[src/rtl/run_len_detect_pkg.sv]
// Shared definitions for the run-length detector.
//   state_t : run-tracking FSM states
//     ST_IDLE - no run in progress (count is zero)
//     ST_RUN  - run in progress, count below full scale
//     ST_SAT  - run saturated at full scale
package run_len_detect_pkg;

  typedef enum logic [1:0] {
    ST_IDLE = 2'd0,
    ST_RUN  = 2'd1,
    ST_SAT  = 2'd2
  } state_t;

endpackage

[src/rtl/run_len_detect_flopr_en.sv]
// Generic register with synchronous clear and load enable.
//   clk  : rising-edge clock
//   clr  : synchronous clear, dominates en
//   en   : load enable
//   d    : data in
//   q    : registered data out
module flopr_en #(
  parameter int unsigned WIDTH = 4
) (
  input  logic             clk,
  input  logic             clr,
  input  logic             en,
  input  logic [WIDTH-1:0] d,
  output logic [WIDTH-1:0] q
);

  always_ff @(posedge clk) begin
    if (clr)
      q <= '0;
    else if (en)
      q <= d;
  end

endmodule

[src/rtl/run_len_detect.sv]
// Run-length detector for a 1-bit serial stream.
// Counts the current run of bits equal to i_pol (saturating at 2**WIDTH-1),
// flags when the run reaches i_thresh and captures each completed run length.
//   clk         : rising-edge clock
//   i_sclr      : synchronous clear, highest priority
//   i_en        : sample qualifier
//   i_dat       : serial data bit
//   i_pol       : polarity counted (1 = ones, 0 = zeros)
//   i_thresh    : hit threshold, 0 disables hit logic
//   o_cnt       : current run length
//   o_sat       : current run saturated
//   o_hit       : level, run length at or above a nonzero threshold
//   o_hit_pulse : one-cycle pulse when the run first reaches i_thresh
//   o_run_len   : length of the last completed run
//   o_run_vld   : one-cycle pulse, o_run_len updated
module run_len_detect
  import run_len_detect_pkg::*;
#(
  parameter int unsigned WIDTH = 4
) (
  input  logic             clk,
  input  logic             i_sclr,
  input  logic             i_en,
  input  logic             i_dat,
  input  logic             i_pol,
  input  logic [WIDTH-1:0] i_thresh,
  output logic [WIDTH-1:0] o_cnt,
  output logic             o_sat,
  output logic             o_hit,
  output logic             o_hit_pulse,
  output logic [WIDTH-1:0] o_run_len,
  output logic             o_run_vld
);

  localparam logic [WIDTH-1:0] MAX = '1;

  state_t           state, state_nxt;
  logic             match;
  logic [WIDTH-1:0] cnt_nxt;
  logic             capture;
  logic             hit_pulse_nxt;

  assign match = (i_dat == i_pol);

  // Next count is only consumed on enabled edges; flopr_en holds otherwise.
  always_comb begin
    cnt_nxt   = '0;
    state_nxt = state;
    if (match) begin
      cnt_nxt = (o_cnt == MAX) ? MAX : o_cnt + 1'b1;
    end
    if (i_en) begin
      if (!match)
        state_nxt = ST_IDLE;
      else if (cnt_nxt == MAX)
        state_nxt = ST_SAT;
      else
        state_nxt = ST_RUN;
    end
  end

  assign capture       = i_en && !match && (o_cnt != '0);
  assign hit_pulse_nxt = i_en && (i_thresh != '0) &&
                         (cnt_nxt == i_thresh) && (o_cnt != i_thresh);

  always_ff @(posedge clk) begin
    if (i_sclr) begin
      state       <= ST_IDLE;
      o_run_vld   <= 1'b0;
      o_hit_pulse <= 1'b0;
    end else begin
      state       <= state_nxt;
      o_run_vld   <= capture;
      o_hit_pulse <= hit_pulse_nxt;
    end
  end

  flopr_en #(.WIDTH(WIDTH)) u_cnt (
    .clk (clk),
    .clr (i_sclr),
    .en  (i_en),
    .d   (cnt_nxt),
    .q   (o_cnt)
  );

  flopr_en #(.WIDTH(WIDTH)) u_run_len (
    .clk (clk),
    .clr (i_sclr),
    .en  (capture),
    .d   (o_cnt),
    .q   (o_run_len)
  );

  assign o_sat = (state == ST_SAT);
  assign o_hit = (i_thresh != '0) && (o_cnt >= i_thresh);

endmodule

[config.mk]
export PLATFORM = sky130hd
export DESIGN_NAME = run_len_detect
export DESIGN_NICKNAME = d
export VERILOG_FILES = /design/src/rtl/run_len_detect_pkg.sv /design/src/rtl/run_len_detect_flopr_en.sv /design/src/rtl/run_len_detect.sv
export SDC_FILE = /design/constraint.sdc
export NUM_CORES = 1
export LEC_CHECK = 0
export BUFFER_PORTS_ARGS = -buffer_cell sky130_fd_sc_hd__buf_2
export CAP_MARGIN = 40
export CORE_MARGIN = 3
export CORE_UTILIZATION = 45
export CTS_BUF_LIST = sky130_fd_sc_hd__clkbuf_16
export DETAILED_ROUTE_END_ITERATION = 7
export GPL_TIMING_DRIVEN = 1
export PLACE_DENSITY = 0.8
export REMOVE_ABC_BUFFERS = 1
export SYNTH_ARGS = -nofsm -noshare
export SYNTH_HDL_FRONTEND = slang
export SYNTH_SLANG_ARGS = --single-unit
export TNS_END_PERCENT = 5
[constraint.sdc]
create_clock -name clk -period 2.5 [get_ports clk]
set_clock_uncertainty 0.15 [all_clocks]
set_input_delay 0.125 -clock clk [delete_from_list [all_inputs] [get_ports clk]]
set_output_delay 0.125 -clock clk [all_outputs]
set_load 0.02 [all_outputs]
; ---- Word level (Yosys, flattened, before mapping)
; Cells that the tools add are included.
[op_classes]
n_eq_ne = 6
addsub = 1
n_lt_le_gt_ge = 1
n_mux = 4
reduce_logical = 9
[op_table]
columns = op, n
row1 = $eq A4 B4 Y1 const B, 2
row2 = $mux W4, 2
row3 = $reduce_bool A4 Y1, 2
row4 = $logic_and A1 B1 Y1, 6
row5 = $add A4 B1 Y4 const B, 1
row6 = $eq A4 B4 Y1, 1
row7 = $ge A4 B4 Y1, 1
row8 = $mux W2, 2
row9 = $ne A4 B4 Y1, 1
row10 = $eq A2 B2 Y1 const B, 1
row11 = $eq A1 B1 Y1, 1
row12 = $logic_not A1 Y1, 1
[word_totals]
reg_bits = 12
elab_cells = 26
output_inout_bits = 12
inputBits = 9

; ---- Depth between registers and ports, before layout
; Gate-level depths: netlist of run 1.
[logic_depth]
ltp_word = 6
depth_mapped = 7
ltp_nobuf = 7

; ---- By module
; Synthesis of run 1 repeated with hierarchy kept, for this count alone.
[hier_totals]
hier_cells = 93
hier_area_um2 = 768.2
[modules_own_cells]
columns = mod, n_inst, seq_area_each_um2, area_each_um2, cells_each
row1 = run_len_detect, 1, 80.1, 488.0, 67
row2 = flopr_en, 2, 80.1, 140.1, 13

; ---- Worst setup path before layout of run 1
; OpenSTA, ideal clock, no wires.
[synth_path]
path_type = register to register
start = register u_cnt.q[0]
end = register o_hit_pulse
path_stages_with_launch = 7
setup_slack_ps = 373
period_less_slack_ps = 2127
path_buffers = 0
setup_time_ps = 79
t_arrival_ps = 1898
required_ps = 2271
path_cell_list = dfxtp_1 > ha_1 > nand3_1 > a21oi_2 > xor2_1 > or4_1 > a211oi_2
[synth_via]
elab_chain_len = 6
word_cells_on_any_way = 8
cone_classes = add/sub: 1 / eq/ne: 3 / mux: 2 / reduce/logical: 2
[synth_rtl]
columns = item, line_no
row1 = start: declaration, run_len_detect_flopr_en.sv:14  ; output logic [WIDTH-1:0] q
row2 = start signal: assignment, run_len_detect_flopr_en.sv:19  ; q <= '0;
row3 = start signal: assignment, run_len_detect_flopr_en.sv:21  ; q <= d;
row4 = $add A4 B1 Y4 or $eq A4 B4 Y1 (tied branches), run_len_detect.sv:50  ; cnt_nxt = (o_cnt == MAX) ? MAX : o_cnt + 1'b1;
row5 = $mux W4, run_len_detect.sv:50
row6 = $mux W4, run_len_detect.sv:49  ; if (match) begin
row7 = $eq A4 B4 Y1, run_len_detect.sv:64  ; (cnt_nxt == i_thresh) && (o_cnt != i_thresh);
row8 = $logic_and A1 B1 Y1, run_len_detect.sv:63  ; assign hit_pulse_nxt = i_en && (i_thresh != '0) &&
row9 = $logic_and A1 B1 Y1 (*), run_len_detect.sv:64
row10 = end signal: assignment, run_len_detect.sv:74  ; o_hit_pulse <= hit_pulse_nxt;
row11 = end: declaration, run_len_detect.sv:30  ; output logic o_hit_pulse,
; Mark *: on every way between the ends. The rest lies on a longest branch, timed or not.
; A chain may end at the register's enable or synchronous reset.

; ---- Final worst setup path of run 1
[layout_path]
start = register u_cnt.q[0]
end = output port o_hit
[layout_via]
elab_chain_len = 2
[layout_rtl]
columns = item, line_no
row1 = $ge A4 B4 Y1, run_len_detect.sv:95  ; assign o_hit = (i_thresh != '0) && (o_cnt >= i_thresh);
row2 = $logic_and A1 B1 Y1, run_len_detect.sv:95
row3 = end: declaration, run_len_detect.sv:29  ; output logic o_hit,
; Every way passes these cells.

==> results.sh, run 1 <==
export IMPL_fin_util=0.606
export IMPL_routabilityCongestion=0.790
export IMPL_drt_pass1_iter_count=4
export IMPL_fin_tns_setup_ps=0
export IMPL_fp_coreArea_sq_um=1540
export IMPL_maxCapViolations=0
export IMPL_cts_max_level=1
export IMPL_io_buffers=20
export IMPL_synth_edf_count=0
export IMPL_root_buffer="clkbuf_16"
export IMPL_antenna_found_initial=0
export IMPL_worstMarginPinSlew_ps=421
export IMPL_slowest_stage="dfxtp_1"
export IMPL_power_total_mw=0.564
export IMPL_clkTransAtPathRegs_ps=40
export IMPL_ant_nets=0
export IMPL_overflow=0
export IMPL_cp_end_kind="primary output"
export IMPL_cts_setup_buffers=0
export IMPL_diodes=0
export IMPL_tritoncts="yes"
export IMPL_clockBufferDepth=2
export IMPL_power_density_nw_per_um2=604
export IMPL_multiInputGateArea_sq_um=473
export IMPL_hold_viol_final=0
export IMPL_crit_top_cell="a21o_1"
export IMPL_p_leak_nw=0.458
export IMPL_vias_per_cell=5.76
export IMPL_clock_latency_ps=240
export IMPL_wire_per_inst_um=13.6
export IMPL_path_cells="inv_1 > ha_1 > nand2b_1 > a21o_1 > a21o_1 > a21oi_1 > nor2_1 > buf_2"
export IMPL_cp_required_ps=2230
export IMPL_synth_avg_cell_area_sq_um=8.29
export IMPL_cts_resized_gates=0
export IMPL_finalSetupViolations=0
export IMPL_dp_hpwl_mm=1.31
export IMPL_slew_violations=0
export IMPL_ff_latch_area_sq_um=240
export IMPL_die_w_um=46.9
export IMPL_die_h_um=46.9
export IMPL_grt_max_degree=14
export IMPL_maxSlewHeadroom=0.717
export IMPL_post_place_cells=123
export IMPL_syn_inst=91
export IMPL_cts_sinks=12
export IMPL_rsz0062_at_grt="false"
export IMPL_grt_pass1_wl_mm=2.70
export IMPL_cp_max_fo=9
export IMPL_totalWireLength_mm=1.72
export IMPL_fmax_ghz=0.431
export IMPL_initial_core_util=0.489
export IMPL_grt_pass1_vias=616
export IMPL_cts_made_buffers=3
export IMPL_final_area_sq_um=935
export IMPL_ys_types=32
export IMPL_synthArstFlopShare=0
export IMPL_drive_above_1_share=0.236
export IMPL_synthFlopType="dfxtp_1"
export IMPL_synth_warnings=0
export IMPL_cts_hold_buf=0
export IMPL_drc=0
export IMPL_synthesis_area_sq_um=754
export IMPL_worst_path_largest_cell_delay_ps=480
export IMPL_areaGrowthSynthToFinish_pct=23.9
export IMPL_place_area_sq_um=860
export IMPL_setup_ws_ps=181
export IMPL_num_nets_final=127
export IMPL_pin_count=21
export IMPL_dieArea_sq_um=2200
export IMPL_dp_slack_ps=336
export IMPL_final_min_clock_period_ps=2320
export IMPL_fin_crit_sh=0.927
export IMPL_worstPathArrival_ps=2040
export IMPL_start_kind="flip-flop"
export IMPL_rows=14
export IMPL_vdd_drop_max_mv=0.515
export IMPL_path_class="flip-flop to primary output"
export IMPL_status="completed"
export IMPL_finalNonFillerCells=126
export IMPL_seq_area_frac_synth=0.318
export IMPL_hold_class="input port to flip-flop"
export IMPL_drt_initial_drc_count=15
export IMPL_nFillCells=148
export IMPL_grt_usage=0.177
export IMPL_synth_seq_cells=12
export IMPL_whs_ps=49.6
export IMPL_vias=726
[layer usage]
layer  routed length (um)  GRT usage
met3                  105     0.0690
met5                    0          0
met1                  734      0.218
met2                  858      0.276
met4                   20     0.0663
[cell type report]
cell class / count / area share
Tap cell: 16 / 0.0214
Clock buffer: 3 / 0.0803
Inverter: 7 / 0.0281
Multi-Input combinational cell: 68 / 0.506
Sequential cell: 12 / 0.257
Timing Repair Buffer: 20 / 0.107
[synth_stat cells (2+ instances only)]
master	instances	share of area
a21o_1	2	0.020
a32oi_1	2	0.023
a21oi_1	6	0.040
a211oi_1	2	0.020
nand2_1	7	0.035
nand3_1	4	0.027
clkbuf_1	4	0.020
dfxtp_1	12	0.32
xnor2_1	3	0.035
inv_1	7	0.035
ha_1	6	0.099
nor3_1	2	0.013
o21ai_1	2	0.013
nor2_1	11	0.055
mux2i_1	4	0.053
[cells in the final DEF, fill, tap and decap left out]
master	count
buf_2	20
dfxtp_1	12
nor2_1	11
inv_1	7
nand2_1	7
a21oi_1	6
ha_1	6
nand3_1	4
mux2i_1	4
xnor2_1	3
clkbuf_16	3
a21o_1	2
o21ai_1	2
a211oi_1	2
nor3_1	2
a32oi_1	2
nor2b_1	1
nor4_1	1
nand2b_1	1
xor2_2	1
nor4bb_1	1
a21boi_0	1
a221oi_1	1
nand3b_1	1
a31oi_1	1
a21oi_2	1
xor2_1	1
a41o_1	1
or4_1	1
and3_1	1
a31o_1	1
a211oi_2	1
a2bb2oi_1	1
[path summary, 6_finish.rpt]
kind / from / to / slack, ps / cells past startpoint
min: i_en / u_cnt.q[3]$_SDFFE_PP0P_ / 50 / 2
max: u_cnt.q[0]$_SDFFE_PP0P_ / o_hit / 180 / 8
min reg2reg: u_run_len.q[2]$_SDFFE_PP0P_ / u_run_len.q[2]$_SDFFE_PP0P_ / 320 / 2
max reg2reg: u_cnt.q[0]$_SDFFE_PP0P_ / o_hit_pulse$_SDFF_PP0_ / 300 / 6
[logic make-up (layout without fill, tap and decap cells)]
kind of cell	Yosys count	after routing	share of synthesized area
flops	12	12	0.318
compound gates	22	22	0.211
simple gates	31	31	0.196
fa+ha+maj	6	6	0.0995
buf+inv	11	30	0.0547
xor+xnor	5	5	0.0680
mux	4	4	0.0531
[where the power goes]
part	switching (mW)	internal (mW)	leakage, nW
logic	0.0457	0.0316	0.324
clock network	0.0782	0.208	0.0370
registers	0.00483	0.196	0.0971
[sequential cells by signal, indices dropped and copies added, names as in the netlist]
signal,count
u_cnt.q,4
u_run_len.q,4
state,2
o_hit_pulse,1
o_run_vld,1
[worst max-delay path, delay by kind of cell (launching register included)]
kind	cells	cell delay, ps
AOI/OAI and AO/OA	3	510
and+or+nand+nor	2	210
adders and majority gates	1	310
DFF	1	480
buffers and inverters	2	310
No activity file was read; power rests on OpenSTA's default activity.
==> run 2, diff against run 1 <==
- CORE_MARGIN: 3 -> default
- CORE_UTILIZATION: 45 -> 49
- PLACE_DENSITY: 0.8 -> 0.86
==> run 2 against run 1 <==
Critical path depth unchanged. Highest routed layer unchanged. Final cell count unchanged. Sequential share of layout area down 0.069 points. Global-route usage up 6.7 points. First-iteration DRC count down 20%.
==> results.sh, run 2 (synthesis results as in run 1) <==
export IMPL_clock_latency_ps=240
export IMPL_grt_pass1_vias=598
export IMPL_drc=0
export IMPL_rows=13
export IMPL_slew_violations=0
export IMPL_status="completed"
export IMPL_final_common_cell="buf_2"
export IMPL_slowest_stage="dfxtp_1"
export IMPL_fp_coreArea_sq_um=1370
export IMPL_whs_ps=50.9
export IMPL_ant_nets=0
export IMPL_cts_sinks=12
export IMPL_drive_above_1_share=0.234
export IMPL_tritoncts="yes"
export IMPL_vias_per_cell=5.69
export IMPL_reg_largest_list="u_cnt.q: 4 flops, u_run_len.q: 4 flops, state: 2 flops"
export IMPL_maxSlewHeadroom=0.708
export IMPL_worstMarginPinSlew_ps=437
export IMPL_grt_max_degree=14
export IMPL_reg2reg_to="o_hit_pulse$_SDFF_PP0_"
export IMPL_pin_count=21
export IMPL_cts_resized_gates=0
export IMPL_crit_path_start="u_cnt.q[0]$_SDFFE_PP0P_"
export IMPL_final_min_clock_period_ps=2290
export IMPL_worst_path_stages=8
export IMPL_root_buffer="clkbuf_16"
export IMPL_routabilityCongestion=0.826
export IMPL_hold_viol_final=0
export IMPL_drt_pass1_iter_count=4
export IMPL_areaGrowthSynthToFinish_pct=24.2
export IMPL_grt_pass1_wl_mm=2.59
export IMPL_hold_class="input port to flip-flop"
export IMPL_start_kind="flip-flop"
export IMPL_num_nets_final=127
export IMPL_path_cells="inv_1 > ha_1 > nand2b_1 > a21o_1 > a21o_1 > a21oi_1 > nor2_1 > buf_2"
export IMPL_cp_required_ps=2230
export IMPL_cp_max_fo=9
export IMPL_fin_tns_setup_ps=0
export IMPL_worst_path_largest_cell_delay_ps=470
export IMPL_r2r_slack_ps=290
export IMPL_vias=717
export IMPL_wire_per_inst_um=13.1
export IMPL_path_buf_inv=2
export IMPL_rsz0062_at_grt="false"
export IMPL_vdd_drop_max_mv=0.467
export IMPL_fin_crit_sh=0.916
export IMPL_clkTransAtPathRegs_ps=40
export IMPL_overflow=0
export IMPL_final_area_sq_um=937
export IMPL_totalWireLength_mm=1.65
export IMPL_initial_core_util=0.552
export IMPL_p_leak_nw=0.459
export IMPL_fmax_ghz=0.437
export IMPL_dieArea_sq_um=1700
export IMPL_antenna_found_initial=0
export IMPL_diodes=0
export IMPL_finalSetupViolations=0
export IMPL_die_w_um=41.2
export IMPL_die_h_um=41.2
export IMPL_power_density_nw_per_um2=604
export IMPL_grt_usage=0.243
export IMPL_r2r_start="u_cnt.q[0]$_SDFFE_PP0P_"
export IMPL_critPathTopFamily="compound AO/OA/AOI/OAI gates"
export IMPL_cp_endpoint="o_hit"
export IMPL_place_area_sq_um=858
export IMPL_drt_initial_drc_count=12
export IMPL_final_cell_mix="buf_2 (20), dfxtp_1 (12), nor2_1 (11)"
export IMPL_dp_hpwl_mm=1.19
export IMPL_worstPathArrival_ps=2020
export IMPL_nFillCells=117
export IMPL_clockBufferDepth=2
export IMPL_cts_hold_buf=0
export IMPL_cts_made_buffers=3
export IMPL_crit_top_cell="a21o_1"
export IMPL_path_class="flip-flop to primary output"
export IMPL_maxCapViolations=0
export IMPL_cts_setup_buffers=0
export IMPL_r2r_cells=6
export IMPL_io_buffers=20
export IMPL_cp_end_kind="primary output"
export IMPL_cts_max_level=1
-- run 2: cell count changes in the layout (fill, tap and decap cells not counted), sizes merged --
cell	delta
clkinv	+1
-- run 2: worst min-delay path by stage --
| stage | cells after the start | slack [ps] | end | start |
|---|---|---|---|---|
| after CTS | 2 | 50 | u_cnt.q[3]$_SDFFE_PP0P_ | i_en |
| after detailed placement | 2 | 290 | u_run_len.q[2]$_SDFFE_PP0P_ | u_run_len.q[2]$_SDFFE_PP0P_ |
| after floorplan | 1 | 40 | u_run_len.q[2]$_SDFFE_PP0P_ | i_sclr |
| after global placement | 2 | 290 | u_run_len.q[2]$_SDFFE_PP0P_ | u_run_len.q[2]$_SDFFE_PP0P_ |
| final | 2 | 50 | u_run_len.q[0]$_SDFFE_PP0P_ | i_sclr |
| after global routing | 2 | 60 | state[1]$_SDFFE_PP0P_ | i_sclr |
-- run 2: worst reg2reg max path: stages (launching register included) --
cell,delay (ps)
dfxtp_1,470
ha_1,370
nand3_1,170
a21oi_2,210
xor2_1,70
or4_1,480
a211oi_2,200
-- run 2: layer usage --
metal  global-route usage  vias to the layer above  part of all wire
met5                    0                        -                 0
met4               0.0968                        0             0.022
met3               0.0978                        5             0.044
met2                0.395                       17              0.46
met1                0.282                      334              0.47
li1                     -                      361                 -
-- run 2: area by class of cell --
| class | count | area [sq um] | area share |
|---|---|---|---|
| Sequential cell | 12 | 240 | 0.256 |
| Inverter | 7 | 26.3 | 0.0280 |
| Timing Repair Buffer | 20 | 100 | 0.107 |
| Clock buffer | 3 | 75.1 | 0.0801 |
| Tap cell | 15 | 18.8 | 0.0200 |
| Multi-Input combinational cell | 68 | 473 | 0.505 |
| Clock inverter | 1 | 3.75 | 0.00401 |
-- run 2: power by group --
group	internal, mW	switching [mW]
clock	0.210	0.0781
combinational	0.0315	0.0456
sequential	0.196	0.00476
-- run 2: metrics by stage --
step	cells	utilization	worst slack, ps	power (mW)
2_1_floorplan	87	-	361	0.253
3_3_place_gp	122	0.628	433	0.278
3_5_place_dp	122	0.628	316	0.280
4_1_cts	126	0.686	213	0.571
5_1_grt	126	0.686	63.5	0.590
6_report	126	0.686	209	0.566
==> run 3, diff against run 2 <==
- CELL_PAD_IN_SITES_DETAIL_PLACEMENT: default -> 1
- CELL_PAD_IN_SITES_GLOBAL_PLACEMENT: default -> 1
- CORE_UTILIZATION: 49 -> 36
==> run 3 against run 2 <==
Via count rose by 4.3%. Sequential share of layout area is 0.30 points lower. Highest routed layer unchanged. Largest power group unchanged. Sequential power is essentially flat. Largest cell class unchanged.
==> results.sh, run 3 (synthesis results as in run 1) <==
export IMPL_status="completed"
export IMPL_grt_pass1_vias=722
export IMPL_fmax_ghz=0.438
export IMPL_grt_max_degree=14
export IMPL_drt_pass1_iter_count=4
export IMPL_combPwrFrac=0.141
export IMPL_maxSlewHeadroom=0.691
export IMPL_vdd_drop_max_mv=0.554
export IMPL_worstMarginPinSlew_ps=463
export IMPL_cts_made_buffers=3
export IMPL_io_buffers=20
export IMPL_cp_required_ps=2230
export IMPL_power_density_nw_per_um2=607
export IMPL_final_cell_mix="buf_2 (20), dfxtp_1 (12), nor2_1 (11)"
export IMPL_pin_count=21
export IMPL_grt_util_met3=0.106
export IMPL_wire_per_inst_um=16.0
export IMPL_grt_use_met2=0.386
export IMPL_fin_util=0.483
export IMPL_multiInputGateArea_sq_um=473
export IMPL_routabilityCongestion=0.781
export IMPL_path_cells="inv_1 > ha_1 > nand2b_1 > a21o_1 > a21o_1 > a21oi_1 > nor2_1 > buf_2"
export IMPL_vias=748
export IMPL_grt_usage=0.228
export IMPL_grt_busiest_layer="met2"
export IMPL_reg_largest_list="u_cnt.q: 4 flops, u_run_len.q: 4 flops, state: 2 flops"
export IMPL_p_leak_nw=0.458
export IMPL_switching_share=0.241
export IMPL_drc=0
export IMPL_drive_above_1_share=0.236
export IMPL_cts_setup_buffers=0
export IMPL_clkTransAtPathRegs_ps=40
export IMPL_num_nets_final=127
export IMPL_fp_coreArea_sq_um=1960
export IMPL_use_met1=0.225
export IMPL_slew_violations=0
export IMPL_p_clk_frac=0.510
export IMPL_cts_resized_gates=0
export IMPL_cts_sinks=12
export IMPL_drt_initial_drc_count=13
export IMPL_path_class="flip-flop to primary output"
export IMPL_totalWireLength_mm=2.19
export IMPL_worst_path_largest_cell_delay_ps=470
export IMPL_hold_class="input port to flip-flop"
export IMPL_p_int_mw=0.437
export IMPL_p_sw_mw=0.139
export IMPL_power_total_mw=0.575
export IMPL_nFillCells=260
export IMPL_ant_nets=0
export IMPL_crit_path_start="u_cnt.q[0]$_SDFFE_PP0P_"
export IMPL_hp_start="i_sclr"
export IMPL_final_min_clock_period_ps=2280
export IMPL_crit_top_cell="a21o_1"
export IMPL_path_buf_inv=2
export IMPL_worstPathArrival_ps=2010
export IMPL_fin_tns_setup_ps=0
export IMPL_antenna_found_initial=0
export IMPL_overflow=0
export IMPL_die_w_um=47.8
export IMPL_dp_hpwl_mm=1.58
export IMPL_maxCapViolations=0
export IMPL_cts_hold_buf=0
export IMPL_start_kind="flip-flop"
export IMPL_clockBufferDepth=2
export IMPL_cp_max_fo=9
export IMPL_root_buffer="clkbuf_16"
export IMPL_dp_slack_ps=297
export IMPL_finalSetupViolations=0
export IMPL_clock_latency_ps=240
export IMPL_slowest_stage="dfxtp_1"
export IMPL_initial_core_util=0.385
export IMPL_rsz0062_at_grt="false"
export IMPL_dieArea_sq_um=2280
export IMPL_setup_ws_ps=216
export IMPL_final_common_cell="buf_2"
export IMPL_vias_per_cell=5.46
export IMPL_tritoncts="yes"
export IMPL_die_h_um=47.8
export IMPL_grt_pass1_wl_mm=3.24
export IMPL_areaGrowthSynthToFinish_pct=25.7
export IMPL_hold_viol_final=0
export IMPL_cp_end_kind="primary output"
export IMPL_ff_latch_area_sq_um=240
export IMPL_cts_max_level=1
export IMPL_sequentialPowerShare=0.350
export IMPL_r2r_start="u_cnt.q[1]$_SDFFE_PP0P_"
export IMPL_critPathTopFamily="compound AO/OA/AOI/OAI gates"
export IMPL_fin_crit_sh=0.913
export IMPL_diodes=0
export IMPL_rows=16
## run 3: path summary, 6_finish.rpt
path / end / slack, ps / cells past startpoint
setup / recovery: o_hit / 220 / 8
hold / removal: u_cnt.q[0]$_SDFFE_PP0P_ / 70 / 2
setup reg to reg: o_hit_pulse$_SDFF_PP0_ / 270 / 6
hold reg to reg: u_run_len.q[2]$_SDFFE_PP0P_ / 340 / 2
## run 3: metrics by stage
step	instance area, sq um	cells	hold slack, ps
after floorplan	739	87	44.1
after global placement	873	134	293
after detailed placement	873	134	311
after CTS	948	137	56.8
after global routing	948	137	67.8
final	948	137	65.5
## run 3: layout make-up
type	instances	area share
Clock buffer	3	0.0792
Tap cell	27	0.0356
Timing Repair Buffer	20	0.106
Sequential cell	12	0.253
Multi-Input combinational cell	68	0.499
Inverter	7	0.0277
## run 3: power by group through the flow
stage / Sequential (mW) / Clock (mW) / Combinational (mW)
floorplan: 0.207 / 0 / 0.0465
global placement: 0.204 / 0 / 0.0756
detailed placement: 0.204 / 0 / 0.0794
CTS: 0.201 / 0.299 / 0.0804
global route: 0.202 / 0.307 / 0.0890
finish: 0.201 / 0.293 / 0.0808
## run 3: worst reg2reg max path: cells and delay by family (launching register included)
| kind | cells | cell delay (ps) |
|---|---|---|
| AO/OA/AOI/OAI | 2 | 420 |
| adder cells (fa/ha/maj) | 1 | 370 |
| AND/OR/NAND/NOR | 2 | 650 |
| XOR/XNOR | 1 | 80 |
| flip-flops | 1 | 480 |
## run 3: layer usage
layer / share of wire / vias to the layer above / wire length (um)
met5: 0 / - / 0
met2: 0.51 / 14 / 1120
met4: 0.025 / 0 / 54
met3: 0.043 / 5 / 93
met1: 0.42 / 366 / 918
li1: - / 363 / -
